## src/rtl/mem_stage_if.sv

```systemverilog
// Pipeline-side and data-bus-side signals of the memory-access stage.
// Latency: none (signal bundle only).
// Backpressure: o_stall toward the pipeline, i_bus_ack from the bus slave.
interface mem_stage_if #(
  parameter int XLEN = 32
);
  // Pipeline side (EX/MEM register)
  logic            i_en;
  logic            i_we;
  logic [2:0]      i_f3;
  logic [XLEN-1:0] i_addr;
  logic [XLEN-1:0] i_wdata;
  logic [XLEN-1:0] o_rdata;
  logic            o_stall;
  logic            o_misaligned;
  // Data bus side
  logic            o_bus_en;
  logic            o_bus_we;
  logic [XLEN-1:0] o_bus_addr;
  logic [XLEN-1:0] o_bus_wdata;
  logic [3:0]      o_bus_be;
  logic [XLEN-1:0] i_bus_rdata;
  logic            i_bus_ack;

  // The memory stage itself
  modport slave (
    input  i_en, i_we, i_f3, i_addr, i_wdata, i_bus_rdata, i_bus_ack,
    output o_rdata, o_stall, o_misaligned,
           o_bus_en, o_bus_we, o_bus_addr, o_bus_wdata, o_bus_be
  );

  // The environment: pipeline plus bus slave
  modport master (
    output i_en, i_we, i_f3, i_addr, i_wdata, i_bus_rdata, i_bus_ack,
    input  o_rdata, o_stall, o_misaligned,
           o_bus_en, o_bus_we, o_bus_addr, o_bus_wdata, o_bus_be
  );
endinterface

```

## src/rtl/mem_stage.sv

```systemverilog
// Memory-access stage: one load/store per request on a req/ack bus, with load lane extraction/extension.
// Latency: 3 cycles per aligned access with zero wait states (IDLE, BUS, DONE); misaligned flagged in 0 cycles.
// Backpressure: o_stall holds the pipeline until i_bus_ack is sampled; bus outputs held stable while waiting.
module mem_stage #(
  parameter int XLEN = 32
) (
  input  logic        i_clk,
  input  logic        i_rst,
  mem_stage_if.slave  mif
);

  typedef enum logic [1:0] {
    IDLE = 2'd0,
    BUS  = 2'd1,
    DONE = 2'd2
  } state_t;

  state_t          state_q, state_d;
  logic            we_q, we_d;
  logic [2:0]      f3_q, f3_d;
  logic [1:0]      lane_q, lane_d;
  logic [XLEN-1:0] addr_q, addr_d;
  logic [XLEN-1:0] wdata_q, wdata_d;
  logic [3:0]      be_q, be_d;
  logic [XLEN-1:0] rdata_q, rdata_d;

  // Access size decode: f3[1] set covers W and all reserved codes.
  logic is_word, is_half, misaligned_acc, in_idle;
  assign is_word        = mif.i_f3[1];
  assign is_half        = ~mif.i_f3[1] & mif.i_f3[0];
  assign misaligned_acc = (is_half & mif.i_addr[0]) | (is_word & (mif.i_addr[1:0] != 2'b00));
  assign in_idle        = (state_q == IDLE);

  // Store formatting: byte enables and lane-replicated data
  logic [3:0]      st_be;
  logic [XLEN-1:0] st_wdata;
  always_comb begin
    st_be    = 4'b1111;
    st_wdata = mif.i_wdata;
    if (!is_word) begin
      if (is_half) begin
        st_be    = 4'b0011 << {mif.i_addr[1], 1'b0};
        st_wdata = {2{mif.i_wdata[15:0]}};
      end else begin
        st_be    = 4'b0001 << mif.i_addr[1:0];
        st_wdata = {4{mif.i_wdata[7:0]}};
      end
    end
  end

  // Load formatting: shift the addressed lane down, then sign/zero extend.
  // Halfword accesses are aligned, so the byte shift also selects the half lane.
  logic [XLEN-1:0] ld_shift;
  logic [XLEN-1:0] ld_fmt;
  logic            ld_signed;
  assign ld_shift  = mif.i_bus_rdata >> {lane_q, 3'b000};
  assign ld_signed = ~f3_q[2];
  always_comb begin
    ld_fmt = mif.i_bus_rdata;
    if (!f3_q[1]) begin
      if (f3_q[0]) begin
        ld_fmt = {{(XLEN-16){ld_signed & ld_shift[15]}}, ld_shift[15:0]};
      end else begin
        ld_fmt = {{(XLEN-8){ld_signed & ld_shift[7]}}, ld_shift[7:0]};
      end
    end
  end

  // Next-state and captured-field logic for the IDLE -> BUS -> DONE sequence
  always_comb begin
    state_d = state_q;
    we_d    = we_q;
    f3_d    = f3_q;
    lane_d  = lane_q;
    addr_d  = addr_q;
    wdata_d = wdata_q;
    be_d    = be_q;
    rdata_d = rdata_q;
    case (state_q)
      IDLE: begin
        if (mif.i_en && !misaligned_acc) begin
          we_d    = mif.i_we;
          f3_d    = mif.i_f3;
          lane_d  = mif.i_addr[1:0];
          addr_d  = {mif.i_addr[XLEN-1:2], 2'b00};
          wdata_d = st_wdata;
          be_d    = st_be;
          state_d = BUS;
        end
      end
      BUS: begin
        if (mif.i_bus_ack) begin
          if (!we_q) begin
            rdata_d = ld_fmt;
          end
          state_d = DONE;
        end
      end
      DONE: begin
        state_d = IDLE;
      end
      default: begin
        state_d = IDLE;
      end
    endcase
  end

  // State and captured fields, synchronous active-low reset
  always_ff @(posedge i_clk) begin
    if (!i_rst) begin
      state_q <= IDLE;
      we_q    <= 1'b0;
      f3_q    <= 3'b000;
      lane_q  <= 2'b00;
      addr_q  <= '0;
      wdata_q <= '0;
      be_q    <= 4'b0000;
      rdata_q <= '0;
    end else begin
      state_q <= state_d;
      we_q    <= we_d;
      f3_q    <= f3_d;
      lane_q  <= lane_d;
      addr_q  <= addr_d;
      wdata_q <= wdata_d;
      be_q    <= be_d;
      rdata_q <= rdata_d;
    end
  end

  assign mif.o_bus_en     = (state_q == BUS);
  assign mif.o_bus_we     = we_q;
  assign mif.o_bus_addr   = addr_q;
  assign mif.o_bus_wdata  = wdata_q;
  assign mif.o_bus_be     = be_q;
  assign mif.o_rdata      = rdata_q;
  assign mif.o_misaligned = mif.i_en & in_idle & misaligned_acc;
  assign mif.o_stall      = mif.i_en & ((in_idle & ~misaligned_acc) | (state_q == BUS));

endmodule

```

## src/flat_wrapper.sv

```systemverilog
// flat-port wrapper written by rule: the top's interface ports become plain ports
module mem_stage_flat 
#(
  parameter int XLEN = 32
)
  (i_clk, i_rst, mif_i_en, mif_i_we, mif_i_f3, mif_i_addr, mif_i_wdata, mif_i_bus_rdata, mif_i_bus_ack, mif_o_rdata, mif_o_stall, mif_o_misaligned, mif_o_bus_en, mif_o_bus_we, mif_o_bus_addr, mif_o_bus_wdata, mif_o_bus_be);
  mem_stage_if #(.XLEN(XLEN)) mif_i ();
  input  logic i_clk;
  input  logic i_rst;
  input wire logic [$bits(mif_i.i_en)-1:0] mif_i_en;
  input wire logic [$bits(mif_i.i_we)-1:0] mif_i_we;
  input wire logic [$bits(mif_i.i_f3)-1:0] mif_i_f3;
  input wire logic [$bits(mif_i.i_addr)-1:0] mif_i_addr;
  input wire logic [$bits(mif_i.i_wdata)-1:0] mif_i_wdata;
  input wire logic [$bits(mif_i.i_bus_rdata)-1:0] mif_i_bus_rdata;
  input wire logic [$bits(mif_i.i_bus_ack)-1:0] mif_i_bus_ack;
  output wire logic [$bits(mif_i.o_rdata)-1:0] mif_o_rdata;
  output wire logic [$bits(mif_i.o_stall)-1:0] mif_o_stall;
  output wire logic [$bits(mif_i.o_misaligned)-1:0] mif_o_misaligned;
  output wire logic [$bits(mif_i.o_bus_en)-1:0] mif_o_bus_en;
  output wire logic [$bits(mif_i.o_bus_we)-1:0] mif_o_bus_we;
  output wire logic [$bits(mif_i.o_bus_addr)-1:0] mif_o_bus_addr;
  output wire logic [$bits(mif_i.o_bus_wdata)-1:0] mif_o_bus_wdata;
  output wire logic [$bits(mif_i.o_bus_be)-1:0] mif_o_bus_be;
  assign mif_i.i_en = mif_i_en;
  assign mif_i.i_we = mif_i_we;
  assign mif_i.i_f3 = mif_i_f3;
  assign mif_i.i_addr = mif_i_addr;
  assign mif_i.i_wdata = mif_i_wdata;
  assign mif_i.i_bus_rdata = mif_i_bus_rdata;
  assign mif_i.i_bus_ack = mif_i_bus_ack;
  assign mif_o_rdata = mif_i.o_rdata;
  assign mif_o_stall = mif_i.o_stall;
  assign mif_o_misaligned = mif_i.o_misaligned;
  assign mif_o_bus_en = mif_i.o_bus_en;
  assign mif_o_bus_we = mif_i.o_bus_we;
  assign mif_o_bus_addr = mif_i.o_bus_addr;
  assign mif_o_bus_wdata = mif_i.o_bus_wdata;
  assign mif_o_bus_be = mif_i.o_bus_be;
  mem_stage #(.XLEN(XLEN)) u_core (.i_clk(i_clk), .i_rst(i_rst), .mif(mif_i));
endmodule
```

## config.mk

```make
export PLATFORM = sky130hd
export DESIGN_NAME = mem_stage_flat
export DESIGN_NICKNAME = d
export VERILOG_FILES = /design/src/rtl/mem_stage_if.sv /design/src/rtl/mem_stage.sv /design/src/flat_wrapper.sv
export SDC_FILE = /design/constraint.sdc
export NUM_CORES = 1
export LEC_CHECK = 0
export CAP_MARGIN = 20
export CORE_MARGIN = 4
export CORE_UTILIZATION = 48
export CTS_BUF_LIST = sky130_fd_sc_hd__clkbuf_2
export CTS_CLUSTER_SIZE = 12
export DETAILED_ROUTE_END_ITERATION = 10
export PLACE_DENSITY = 0.88
export SLEW_MARGIN = 20
export SYNTH_ARGS = -nofsm -noshare
export SYNTH_HDL_FRONTEND = slang
export SYNTH_SLANG_ARGS = --single-unit
```

## constraint.sdc

```tcl
create_clock -name i_clk -period 3.62 [get_ports i_clk]
set_clock_uncertainty 0.15 [all_clocks]
set_input_delay 0.362 -clock i_clk [delete_from_list [all_inputs] [get_ports i_clk]]
set_output_delay 0.362 -clock i_clk [all_outputs]
set_load 0.02 [all_outputs]
```

# Word level (Yosys, flattened, before mapping)
# Index checks and enable logic that the tools add are counted.
# word_totals
register_bits	106
inputBits	104
elab_cells	45
output_inout_bits	104
# op_classes
n_shift	3
eq_ne	3
bitwise	15
muxes	9
n_reduce_logical	7
# ops
operator	n
2-to-1 mux 32 bit	4
right shift 32 x 5 -> 16 bit	1
bitwise AND 1 bit	9
2-to-1 mux 4 bit	2
2-to-1 mux 2 bit	2
!= test 2 bit, second input constant	2
NOT 1 bit	4
case mux 2 bit (2 select lines)	1
AND reduction 2 bit	2
<< shifter 1 x 2 -> 4 bit, first input constant	1
<< shifter 2 x 2 -> 4 bit, first input constant	1
AND reduction 3 bit	1
equality test 2 x 1 -> 1 bit, second input constant	1
logical NOT 2 bit	1
bitwise OR 1 bit	2
nonzero test 2 bit	1
logical AND 1 bit	1
logical NOT 1 bit	1

# Logic depth before layout (Yosys ltp)
# logic_depth
ltp_word	8
depth_mapped	8
depth_no_buf	4

# Worst setup path after synthesis
# Ideal clock, no wire load.
# synth_timing
kind	reg2reg
start	reg u_core.lane_q[0]
end	reg u_core.rdata_q[21] (netlist: u_core.mif.o_rdata[21])
t_arrival_ps	1856
stages_incl_launch_ff	9
setup_ps	73
path_buffers	4
synth_period_minus_slack_ps	2079
slack_ps	1541
cell_sequence	dfxtp_1 -> buf_4 -> buf_12 -> mux2i_1 -> mux4_2 -> or3_1 -> buf_6 -> buf_12 -> a31oi_4
# synth_between
elab_chain_cells	4
elab_cells_between_ends	5
classes_between	shift: 1; mux: 2; bitwise: 2
# synth_lines
item	line	text
start: declaration	mem_stage.sv:21	logic [1:0] lane_q, lane_d;
start signal: assignment	mem_stage.sv:123	lane_q <= lane_d;
right shift 32 x 5 -> 16 bit (*)	mem_stage.sv:56	assign ld_shift = mif.i_bus_rdata >> {lane_q, 3'b000};
bitwise AND 1 bit (on tied branches)	mem_stage.sv:64, mem_stage.sv:62	
2-to-1 mux 32 bit (*)	mem_stage.sv:61	if (f3_q[0]) begin
2-to-1 mux 32 bit (*)	mem_stage.sv:60	if (!f3_q[1]) begin
end signal: assignment	mem_stage.sv:127	rdata_q <= rdata_d;
end: declaration	mem_stage.sv:25	logic [XLEN-1:0] rdata_q, rdata_d;
# Every way passes the cells marked *; elsewhere a longest branch is shown, timed or not.
# A chain may end at the register's enable or synchronous reset.

# Final worst setup path
# layout_timing
start	in mif_i_addr[0]
end	out mif_o_stall
# layout_between
elab_chain_cells	7
elab_cells_between_ends	8
classes_between	bitwise: 7; reduce/logical: 1
# layout_lines
item	line	text
start: declaration	flat_wrapper.sv:13	input wire logic [$bits(mif_i.i_addr)-1:0] mif_i_addr;
nonzero test 2 bit	mem_stage.sv:31	assign misaligned_acc = (is_half & mif.i_addr[0]) | (is_word & (mif.i_addr[1:0] != 2'b00));
bitwise AND 1 bit	mem_stage.sv:31	
bitwise OR 1 bit (*)	mem_stage.sv:31	
NOT 1 bit (*)	mem_stage.sv:138	assign mif.o_stall = mif.i_en & ((in_idle & ~misaligned_acc) | (state_q == BUS));
bitwise AND 1 bit (*)	mem_stage.sv:138	
bitwise OR 1 bit (*)	mem_stage.sv:138	
bitwise AND 1 bit (*)	mem_stage.sv:138	
end: declaration	flat_wrapper.sv:18	output wire logic [$bits(mif_i.o_stall)-1:0] mif_o_stall;
# Marks and branches as above.

==> flow_summary.json <==
{
  "reg2regPathDepth": 4,
  "whs_path_depth": 3,
  "dr.pass1.iters": 5,
  "worstHoldStart": "i_rst",
  "crit_path_cell_trace": "clkdlybuf4s50_1 -> o21ai_0 -> nand4_1 -> nand2_1 -> clkdlybuf4s50_1",
  "ys_seq_area_share_pct": 42.0,
  "max_freq_ghz": 0.384,
  "crit_required_ps": 3110,
  "io_pins": 208,
  "drive_gt1_share_pct": 5.24,
  "crit_path_end_kind": "primary output",
  "ir_drop_uv": 247,
  "finalSetupTns_ps": 0,
  "finalWorstPathRequiredPeriod_ps": 2600,
  "final_nets": 862,
  "startpoint_type": "input pin",
  "grt-ovfl-total": 0,
  "cts_tree": "yes",
  "gp_congestion": 0.873,
  "fin_crit_sh_pct": 71.9,
  "antenna_found_initial": 1,
  "worst_path_most_repeated_cell": "clkdlybuf4s50_1",
  "syn_inst": 587,
  "yosysMostFrequentCell": "nand2_1",
  "grtUsageTotal_pct": 24.2,
  "clock-sinks": 106,
  "portBuffers": 205,
  "reg2reg_to": "u_core.mif.o_rdata[17]",
  "postCtsSetupBuffers": 0,
  "floorplan.initialDensity_pct": 49.2,
  "finalHoldViolations": 0,
  "first_global_vias": 4854,
  "reg2reg_from": "u_core.lane_q[0]",
  "ys_top_cells_by_area": "dfxtp_1 42%, nand2_1 11%, a21boi_0 8.9%, mux2i_1 5.5%, a31oi_4 4.2%",
  "core-area_sq_um": 10300,
  "viasPerCell": 5.46,
  "rsz0062_at_grt": "false",
  "hold_buffers": 0,
  "synth.distinct_cells": 40,
  "cts.clk_slew.worst_paths_ps": 280,
  "wl_per_cell_um": 17.1,
  "drc": 0,
  "slowest_delay_ps": 640,
  "crit_type": "in2out",
  "outcome": "finished, final reports clean",
  "avgSynthCellArea_sq_um": 8.61,
  "r2r_setup_slack_ps": 1170,
  "syn_area_sq_um": 5050,
  "cp_top_family": "buffers and inverters",
  "max_cap_viol_count": 0,
  "slew_headroom_pct": 29.1,
  "synth_edf_count": 0,
  "critPathBufInv": 2,
  "drt_iter0_markers": 339,
  "nFillCells": 806,
  "whs_ps": 125,
  "cts_root_buffer": "clkbuf_2",
  "via_count": 4911,
  "grt_max_degree": 79,
  "ys_ff_latch": 106,
  "drv_slew": 0,
  "die_area_sq_um": 12200,
  "critPathSlowestCell": "clkdlybuf4s50_1",
  "insertion_delay_ps": 560,
  "post_cts_resize_count": 0,
  "worst-path-stages": 5,
  "drt_wl_total_mm": 15.4,
  "rows": 37,
  "async_flop_share_pct": 0,
  "whs_endpoint": "u_core.mif.o_rdata[19]",
  "die_w_um": 111,
  "yosysWarnings": 0,
  "ys.flop_type": "dfxtp_1",
  "leakagePower_nw": 2.57,
  "ant_nets": 0,
  "finalPower_mw": 2.37,
  "dp_hpwl_mm": 11.3,
  "area_growth_pct": 42.7,
  "worstMarginPinSlew_ps": 1060,
  "cts_made_buffers": 9,
  "cts-root-to-sink-buffers": 2,
  "die_h_um": 111,
  "power.density_nw_per_um2": 329,
  "hold_path_class": "in2reg",
  "grt_pass1_wl_mm": 24.3,
  "cp_max_fo": 7,
  "setup_viol": 0,
  "synth_largest_area_cell": "dfxtp_1",
  "worstPathArrival_ps": 2090,
  "h-tree-depth": 3,
  "synth_common_cells": "148 x nand2_1, 106 x dfxtp_1, 60 x a21boi_0, 45 x clkbuf_1, 28 x mux2i_1",
  "synth_top_area_share_pct": 42.0
}
-- cell families after synthesis --
| logic type | after synthesis | synth area share [%] |
|---|---|---|
| buf+inv | 56 | 5.22 |
| simple gates | 239 | 21.3 |
| other cells | 1 | 0.0742 |
| flops | 106 | 42.0 |
| compound gates | 156 | 25.5 |
| mux | 29 | 5.99 |
-- metrics by stage --
| step | cells | setup slack (ps) | util, % | cell area (sq um) |
|---|---|---|---|---|
| floorplan | 588 | 1540 | - | 5060 |
| global placement | 883 | 911 | 69.4 | 7130 |
| detailed placement | 883 | 787 | 69.4 | 7130 |
| CTS | 899 | 995 | 70.2 | 7210 |
| global route | 900 | 922 | 70.2 | 7210 |
| finish | 900 | 1020 | 70.2 | 7210 |
-- sequential cells by signal, summed over array words and instances (netlist names) --
signal / count
u_core.f3_q: 3
u_core.mif.o_bus_we: 1
u_core.state_q: 2
u_core.mif.o_bus_addr: 30
u_core.lane_q: 2
u_core.mif.o_bus_be: 4
u_core.mif.o_rdata: 32
u_core.mif.o_bus_wdata: 32
-- area by class of cell --
| class | count | area (sq um) | share of cell area (%) |
|---|---|---|---|
| Antenna cell | 1 | 2.50 | 0.0347 |
| Clock buffer | 10 | 50.0 | 0.694 |
| Clock inverter | 6 | 33.8 | 0.468 |
| Multi-Input combinational cell | 426 | 2690 | 37.3 |
| Sequential cell | 106 | 2120 | 29.4 |
| Tap cell | 136 | 170 | 2.36 |
| Timing Repair Buffer | 215 | 2150 | 29.8 |
-- worst register-to-register path, stage by stage (launching register included) --
cell	delay, ps
dfxtp_1	530
mux2i_1	160
mux4_2	470
or3_1	760
a31oi_1	340
-- metal layers --
layer / wire [um] / up-vias / track usage [%]
li1: - / 2371 / -
met4: 349 / 0 / 9.85
met2: 7590 / 194 / 41.2
met3: 1220 / 22 / 6.74
met5: 0 / - / 0
met1: 6210 / 2324 / 28.6
-- cell usage in the layout, fill, tap and decap left out, drive strengths merged, types with 2 or more instances in the layout --
master | synthesis | layout
o2bb2ai | 7 | 7
nand3b | 8 | 8
a21boi | 60 | 60
a2bb2oi | 7 | 7
or3 | 2 | 2
buf | 11 | 11
o21ai | 19 | 19
clkdlybuf4s50 | 0 | 204
mux2i | 28 | 28
nand3 | 16 | 16
o211a | 9 | 9
clkbuf | 45 | 10
o211ai | 7 | 7
nor2b | 13 | 13
a31oi | 16 | 16
nand2b | 21 | 21
o32ai | 7 | 7
a211o | 8 | 8
clkinv | 0 | 4
a21oi | 11 | 11
nand2 | 148 | 148
nor2 | 21 | 21
dfxtp | 106 | 106
clkinvlp | 0 | 2
nor3b | 4 | 4
conb | 1 | 2
-- where the power goes --
group          internal (mW)  switching, mW
clock network         0.0870          0.388
logic                  0.308          0.317
registers               1.23         0.0409
-- worst max path at each step --
stage                        start                     end  slack, ps
2_1_floorplan     u_core.lane_q[0]  u_core.mif.o_rdata[21]       1540
3_3_place_gp   mif_i_bus_rdata[23]  u_core.mif.o_rdata[19]        910
3_5_place_dp   mif_i_bus_rdata[23]  u_core.mif.o_rdata[17]        790
4_1_cts          u_core.state_q[0]             mif_o_stall       1000
5_1_grt              mif_i_addr[0]             mif_o_stall        920
6_report             mif_i_addr[0]             mif_o_stall       1020
Note: power is estimated with default switching activity, not from simulation.
